`config.mk`:
```
export PLATFORM = sky130hd
export DESIGN_NAME = control_sequencer
export DESIGN_NICKNAME = d
export VERILOG_FILES = /design/src/rtl/control_sequencer.sv
export SDC_FILE = /design/constraint.sdc
export NUM_CORES = 1
export LEC_CHECK = 0
export ABC_AREA = 1
export CAP_MARGIN = 20
export CORE_UTILIZATION = 35
export CTS_CLUSTER_DIAMETER = 100
export DETAILED_ROUTE_END_ITERATION = 16
export GPL_ROUTABILITY_DRIVEN = 0
export GPL_TIMING_DRIVEN = 0
export MAX_ROUTING_LAYER = met4
export PLACE_DENSITY = 0.78
export SETUP_SLACK_MARGIN = 0.2
export SYNTH_ARGS = -nofsm -noshare
export SYNTH_HDL_FRONTEND = slang
export SYNTH_SLANG_ARGS = --single-unit
```
`constraint.sdc`:
```
create_clock -name Clock -period 1.8 [get_ports Clock]
set_input_delay 0.36 -clock Clock [delete_from_list [all_inputs] [get_ports Clock]]
set_output_delay 0.36 -clock Clock [all_outputs]
set_load 0.02 [all_outputs]
```
`src/rtl/control_sequencer.sv`:
```
// Hardwired control unit: fetches a 16-bit instruction as two bytes, then decodes
// and drives every datapath control line for a single EXEC cycle.
module control_sequencer #(
    parameter logic [5:0]  HALT_OPC = 6'h3F,
    parameter int unsigned CNT_W    = 16
) (
    input  logic             Clock,
    input  logic             Reset,
    input  logic [15:0]      IROut,
    input  logic [3:0]       ALU_FlagsOut,
    output logic [2:0]       RF_OutASel,
    output logic [2:0]       RF_OutBSel,
    output logic [2:0]       RF_FunSel,
    output logic [3:0]       RF_RegSel,
    output logic [3:0]       RF_ScrSel,
    output logic [4:0]       ALU_FunSel,
    output logic             ALU_WF,
    output logic [1:0]       ARF_OutCSel,
    output logic [1:0]       ARF_OutDSel,
    output logic [2:0]       ARF_FunSel,
    output logic [2:0]       ARF_RegSel,
    output logic             IR_LH,
    output logic             IR_Write,
    output logic             Mem_WR,
    output logic             Mem_CS,
    output logic [1:0]       MuxASel,
    output logic [1:0]       MuxBSel,
    output logic             MuxCSel,
    output logic             Halted,
    output logic [CNT_W-1:0] InstrCount
);

    typedef enum logic [2:0] {
        StInit   = 3'd0,
        StFetchL = 3'd1,
        StFetchH = 3'd2,
        StExec   = 3'd3,
        StHalt   = 3'd4
    } state_e;

    localparam logic [2:0] FunDec     = 3'b000;
    localparam logic [2:0] FunInc     = 3'b001;
    localparam logic [2:0] FunLoad    = 3'b010;
    localparam logic [2:0] FunClr     = 3'b011;
    localparam logic [2:0] FunLoadLow = 3'b101;

    localparam logic [5:0] OpBra  = 6'h00;
    localparam logic [5:0] OpBeq  = 6'h01;
    localparam logic [5:0] OpBne  = 6'h02;
    localparam logic [5:0] OpLdar = 6'h03;
    localparam logic [5:0] OpLd   = 6'h04;
    localparam logic [5:0] OpSt   = 6'h05;

    state_e           state_q, state_d;
    logic [CNT_W-1:0] count_q, count_d;

    logic [5:0] opc;
    logic [1:0] rx;
    logic [1:0] ry;
    logic       flag_z;
    logic       branch_taken;
    logic       is_alu_op;

    assign opc    = IROut[15:10];
    assign rx     = IROut[9:8];
    assign ry     = IROut[7:6];
    assign flag_z = ALU_FlagsOut[3];

    // Branch target comes straight from IROut[7:0] via MuxB; only Z matters here.
    assign branch_taken = (opc == OpBra) || (opc == OpLdar) ||
                          ((opc == OpBeq) && flag_z) || ((opc == OpBne) && !flag_z);
    assign is_alu_op    = (opc[5:3] == 3'b001);

    logic unused_inputs;
    assign unused_inputs = ^{ALU_FlagsOut[2:0], IROut[5:0], FunDec};

    always_ff @(posedge Clock or posedge Reset) begin
        if (Reset) begin
            state_q <= StInit;
            count_q <= '0;
        end else begin
            state_q <= state_d;
            count_q <= count_d;
        end
    end

    always_comb begin
        state_d = state_q;
        count_d = count_q;
        case (state_q)
            StInit:   state_d = StFetchL;
            StFetchL: state_d = StFetchH;
            StFetchH: state_d = StExec;
            StExec: begin
                if (opc == HALT_OPC) begin
                    state_d = StHalt;
                end else begin
                    state_d = StFetchL;
                    count_d = count_q + 1'b1;
                end
            end
            StHalt:   state_d = StHalt;
            default:  state_d = StInit;
        endcase
    end

    always_comb begin
        RF_OutASel  = 3'b000;
        RF_OutBSel  = 3'b000;
        RF_FunSel   = 3'b000;
        RF_RegSel   = 4'b0000;
        RF_ScrSel   = 4'b0000;
        ALU_FunSel  = 5'b10000;
        ALU_WF      = 1'b0;
        ARF_OutCSel = 2'b00;
        ARF_OutDSel = 2'b00;
        ARF_FunSel  = 3'b000;
        ARF_RegSel  = 3'b000;
        IR_LH       = 1'b0;
        IR_Write    = 1'b0;
        Mem_WR      = 1'b0;
        Mem_CS      = 1'b1;
        MuxASel     = 2'b00;
        MuxBSel     = 2'b00;
        MuxCSel     = 1'b0;
        Halted      = 1'b0;
        // Gate on Reset so an aborted instruction never drives a write.
        if (!Reset) begin
            case (state_q)
                StInit: begin
                    ARF_RegSel = 3'b100;
                    ARF_FunSel = FunClr;
                end
                StFetchL, StFetchH: begin
                    ARF_OutDSel = 2'b00;
                    Mem_CS      = 1'b0;
                    IR_Write    = 1'b1;
                    IR_LH       = (state_q == StFetchH);
                    ARF_RegSel  = 3'b100;
                    ARF_FunSel  = FunInc;
                end
                StExec: begin
                    if (opc == HALT_OPC) begin
                        Halted = 1'b0;
                    end else if (branch_taken) begin
                        MuxBSel    = 2'b11;
                        ARF_FunSel = FunLoadLow;
                        ARF_RegSel = (opc == OpLdar) ? 3'b010 : 3'b100;
                    end else if (opc == OpLd) begin
                        ARF_OutDSel = 2'b10;
                        Mem_CS      = 1'b0;
                        MuxASel     = 2'b10;
                        RF_FunSel   = FunLoadLow;
                        RF_RegSel   = 4'b1000 >> rx;
                    end else if (opc == OpSt) begin
                        RF_OutASel  = {1'b0, rx};
                        ALU_FunSel  = 5'b10000;
                        MuxCSel     = 1'b0;
                        ARF_OutDSel = 2'b10;
                        Mem_CS      = 1'b0;
                        Mem_WR      = 1'b1;
                    end else if (is_alu_op) begin
                        RF_OutASel = {1'b0, rx};
                        RF_OutBSel = {1'b0, ry};
                        ALU_FunSel = {2'b10, opc[2:0]};
                        ALU_WF     = 1'b1;
                        MuxASel    = 2'b00;
                        RF_FunSel  = FunLoad;
                        RF_RegSel  = 4'b1000 >> rx;
                    end
                end
                StHalt:  Halted = 1'b1;
                default: Halted = 1'b0;
            endcase
        end
    end

    assign InstrCount = count_q;

endmodule
```
After elaboration in Yosys (flattened, before gate mapping)
Cells that the tools add are included.
Widths: inputs -> output; s select.
Word-level totals
  bits in registers: 19
  input bits: 22
  output and inout port bits: 59
  logic and storage cells: 113
Cells by class
  $add $sub $neg: 1
  equality and inequality tests: 11
  shifts and indexed selects: 1
  muxes and demuxes: 86
  bitwise logic cells: 1
  reduce and logical (&&, ||, !) cells: 11
Operator list (number)
  $mux 2: 31
  $mux 3: 20
  $mux 4: 7
  $mux 1: 24
  $add 16x1->16 const B: 1
  $pmux 3 s5: 1
  $eq 6x2->1 const B: 2
  $eq 6x3->1 const B: 2
  $pmux 3 s3: 1
  $eq 3x1->1 const B: 2
  $eq 3x2->1 const B: 2
  $eq 6x1->1 const B: 1
  $eq 6x6->1 const B: 1
  $logic_not 6->1: 1
  $pmux 3 s2: 1
  $shr 4x2->4 const A: 1
  $eq 3x3->1 const B: 1
  $logic_not 3->1: 1
  $logic_or 1x1->1: 3
  $reduce_or 3->1: 1
  $logic_and 1x1->1: 2
  $pmux 1 s2: 1
  $reduce_and 2->1: 1
  $reduce_or 2->1: 1
  2 further kinds: 2

Longest topological paths before layout
  depth after elaboration: 8
  depth in mapped cells: 9
  mapped depth without buffers: 8

Least setup slack after synthesis
Ideal clock, no wire load.
  path kind: input to output
  start: input port Reset
  end: output port RF_FunSel[1]
  arrival time: 1709 ps
  slack: -269 ps
  cell stages on the path: 5
  cells stage by stage: buf_2 -> inv_1 -> nand4_1 -> inv_1 -> buf_4
Between the ends
  longest elaborated chain between the ends: 1
RTL lines
  start, declared: line 8  | input logic Reset,
  $mux 3: line 128  | if (!Reset) begin
  end, declared: line 13  | output logic [2:0] RF_FunSel,
No other way between the ends.

Final worst setup path
  start: input port IROut[12]
  end: output port RF_RegSel[0]
Between the ends
  longest elaborated chain between the ends: 8
  elaborated cells between the ends (all ways): 18
RTL lines
  start, declared: line 9  | input logic [15:0] IROut,
  $eq 6x2->1, or another cell as far along: line 70  | assign branch_taken = (opc == OpBra) || (opc == OpLdar) ||
  $logic_or 1x1->1 / $logic_and 1x1->1 (equally long branches): line 70, 71
  $logic_or 1x1->1: line 70
  $logic_or 1x1->1: line 71  | ((opc == OpBeq) && flag_z) || ((opc == OpBne) && !flag_z);
  $mux 4: line 145  | end else if (branch_taken) begin
  $mux 4 *: line 143  | if (opc == HALT_OPC) begin
  $mux 4 *: line 129  | case (state_q)
  $mux 4 *: line 128
  end, declared: line 14  | output logic [3:0] RF_RegSel,
Every way passes the cells marked *; elsewhere a longest branch is shown, timed or not.

==> results.tsv <==
stage	metric	value	unit
floorplanning	core.rowCount	24	
cts	clock-root-buffer	clkbuf_8	
sta	fmax	0.498	GHz
floorplanning	start_util	36.5	%
status	failed_checks	negative setup slack	
power	vdd_ir_drop_max	0.596	mV
cts	clock_tree_from_tritoncts	yes	
power	leakage	1.37	nW
layout	num-nets-final	363	
cts	clk_pin_slew	0.08	ns
drt	wire_per_inst	12.6	µm
sta	period_share	112	%
global_routing	globalRoute.totalOverflow	0	
setup_path	critical_path_peak_fanout	3	
synth	post_synth_instance_area	0.00160	mm²
global_routing	number_of_antenna_violations_at_the_first_check_in_global_routing	0	
sta	fin_crit	2.01	ns
cts	holdBufCountCts	0	
sta	timing.max_slew.rel_slack	61.9	%
placed_design	postPlaceCellArea	0.00235	mm²
sta	post-route-worst-setup-slack	-0.209	ns
floorplanning	io_pins	81	
synth	netlist-cell-type-count	29	
drt	number_of_drc_violations_after_detailed_routing_iteration_0	91	
cts	cts_num_sinks	19	
global_routing	grt_start_max_net_pins	12	
power	total_power	2.51	mW
sta	worst-slew-pin-transition	0.568	ns
cts	cts-buffers-inserted	3	
setup_path	setup.worst_path.end_class	output port	
layout	final_cell_area	0.00272	mm²
power	powerDensity	921	mW/mm²
cts	cts_max_level	1	
drt	detail_route.wirelength	4930	µm
global_routing	grt_pass1_vias	1885	
layout	layout-area-overhead-vs-synth	70.1	%
cts	ctsLongestPathBuffers	2	
sta	setup-violations-final	18	
layout	num_antenna_cells	0	
layout	fin_util	62.1	%
layout	final.fill_count	388	
sta	hold_violations	0	
drt	drc_errors	0	
drt	detailedRoute.firstPassIterationCount	4	
floorplanning	design.die.area	0.00485	mm²
placed_design	dpl.hpwl	3030	µm
status	outcome	complete, but fails checks	
run	maxCapViolCount	0	
placed_design	cell_count_after_placement	362	
synth	synth_area_per_cell	6.61	µm²
global_routing	grt_util_all_layers	21.1	%
floorplanning	die_h	69.6	µm
sta	fin_tns_setup	-2.18	ns
cts	clock_network_latency_to_the_later_pin_of_the_worst_skew_pair	0.26	ns
layout	layoutNonFillerInstCount	391	
drt	detailroute.via_count	1851	
drt	vias_per_cell	4.73	
global_routing	grt_first_pass_wirelength	8180	µm
placed_design	io_buffers	56	
sta	worst_hold_slack	0.147	ns
sta	final_slew_viol_count	0	
floorplanning	die_width	69.6	µm
setup_path	worst_ep_arrival_time	1.65	ns
synth	seq_area_frac_synth	29.7	%
floorplanning	core_area	0.00438	mm²
synth	synthesis.yosys.warnings	0	
synth	synthesis.instances	242	
placed_design	detailedPlace.worstSlack	-0.934	ns
setup_path	category_of_the_worst_setup_path_launch_point	input port	
min_path	hold_path.class	input port to asynchronous set/reset pin	
sta	finalClockSkew	0.00496	ns
sta	grt_setup_unrepaired	true	
setup_path	worst-setup-path-type	input port to output port	
drt	ant_nets	0	
setup_path	timing.critical_path.required	1.44	ns
layout	fraction_of_layout_instances_using_a_drive_strength_above_1	42.5	%
synth	yosys_register_bits	19	
critical path: stages:
cell,delay (ns)
clkdlybuf4s15_2,0.19
inv_2,0.06
nor2_2,0.15
inv_1,0.08
nor2_2,0.17
nand2_2,0.11
nand2_2,0.11
nand3b_1,0.16
nor2_2,0.14
buf_6,0.13
repair_timing:
| item | in CTS | in global routing |
|---|---|---|
| buffers inserted | 20 | 4 |
| resized for setup | 229 | 15 |
| cloned | 1 | 0 |
| endpoints found under the setup margin | 45 | 31 |
| pin swaps | 15 | 11 |
registers in the layout, summed over array words and instances (netlist names):
name and cells:
state_q 3, InstrCount 16
synthesized netlist by cell type (all sizes together):
| cell | number | share of area [%] |
|---|---|---|
| nand4 | 6 | 2.3 |
| nand2 | 76 | 19 |
| nor3b | 1 | 0.47 |
| a21oi | 3 | 0.94 |
| dfrtp | 19 | 30 |
| conb | 2 | 0.47 |
| nand3 | 12 | 4.1 |
| inv | 30 | 7.0 |
| nor3 | 4 | 1.3 |
| nand3b | 3 | 1.4 |
| xor2 | 6 | 3.8 |
| ha | 1 | 0.78 |
| or2 | 1 | 0.39 |
| o21ai | 9 | 2.8 |
| xnor2 | 1 | 0.55 |
| nor2 | 46 | 15 |
| buf | 21 | 10 |
| nor4 | 1 | 0.39 |
routing by layer:
metal	vias to the layer above	GRT usage (%)	part of all wire, %
met5	-	-	0
li1	912	-	-
met3	7	4.51	5.5
met4	0	5.33	1.1
met1	862	23.5	42
met2	70	38.3	52
kinds of logic after synthesis:
family,Yosys count,share of synthesized area (%)
adders and majority gates,1,0.782
xor gates and xnor gates,7,4.30
buffers and inverters,51,17.4
AOI/OAI and AO/OA,12,3.75
DFF,19,29.7
other,2,0.469
and+or+nand+nor,150,43.6
layout by cell type (no fill, tap or decap), types with 6 or more instances in the layout:
cell,count
dlygate4sd2_1,17
nand3_1,8
nor2_1,19
nand2_1,66
inv_1,21
dfrtp_1,18
nand4_1,6
nor2_2,10
conb_1,14
buf_4,44
inv_2,6
buf_6,21
nor2_4,14
o21ai_1,7
buf_2,8
cell type report:
cell class,count,area [µm²],area share (%)
clock inverter,1,5.00,0.184
inverter,30,121,4.46
sequential,19,477,17.5
buffer,21,189,6.94
timing repair buffer,80,703,25.8
multi-input combinational,184,1120,41.0
tap,52,65.1,2.39
clock buffer,3,41.3,1.52
timing repair inverter,1,5.00,0.184
report_power, final:
| part | switching, mW | total (mW) | internal (mW) |
|---|---|---|---|
| sequential | 0.137 | 0.671 | 0.534 |
| combinational | 0.881 | 1.53 | 0.650 |
| clock | 0.152 | 0.306 | 0.154 |
| total | 1.17 | 2.51 | 1.34 |
worst paths after layout:
path,startpoint,slack [ns],to,cells past startpoint
min in group Clock,InstrCount[3]$_DFFE_PP0P_,0.52,InstrCount[3]$_DFFE_PP0P_,1
max in group asynchronous,Reset,1.31,InstrCount[2]$_DFFE_PP0P_,2
worst max register to register,state_q[2]$_DFF_PP0_,0.28,InstrCount[10]$_DFFE_PP0P_,9
worst min register to register,InstrCount[3]$_DFFE_PP0P_,0.52,InstrCount[3]$_DFFE_PP0P_,1
worst min-delay path,Reset,0.15,InstrCount[7]$_DFFE_PP0P_,3
worst max-delay path,IROut[12],-0.21,RF_RegSel[0],10
No activity file was read; power rests on OpenSTA's default activity.
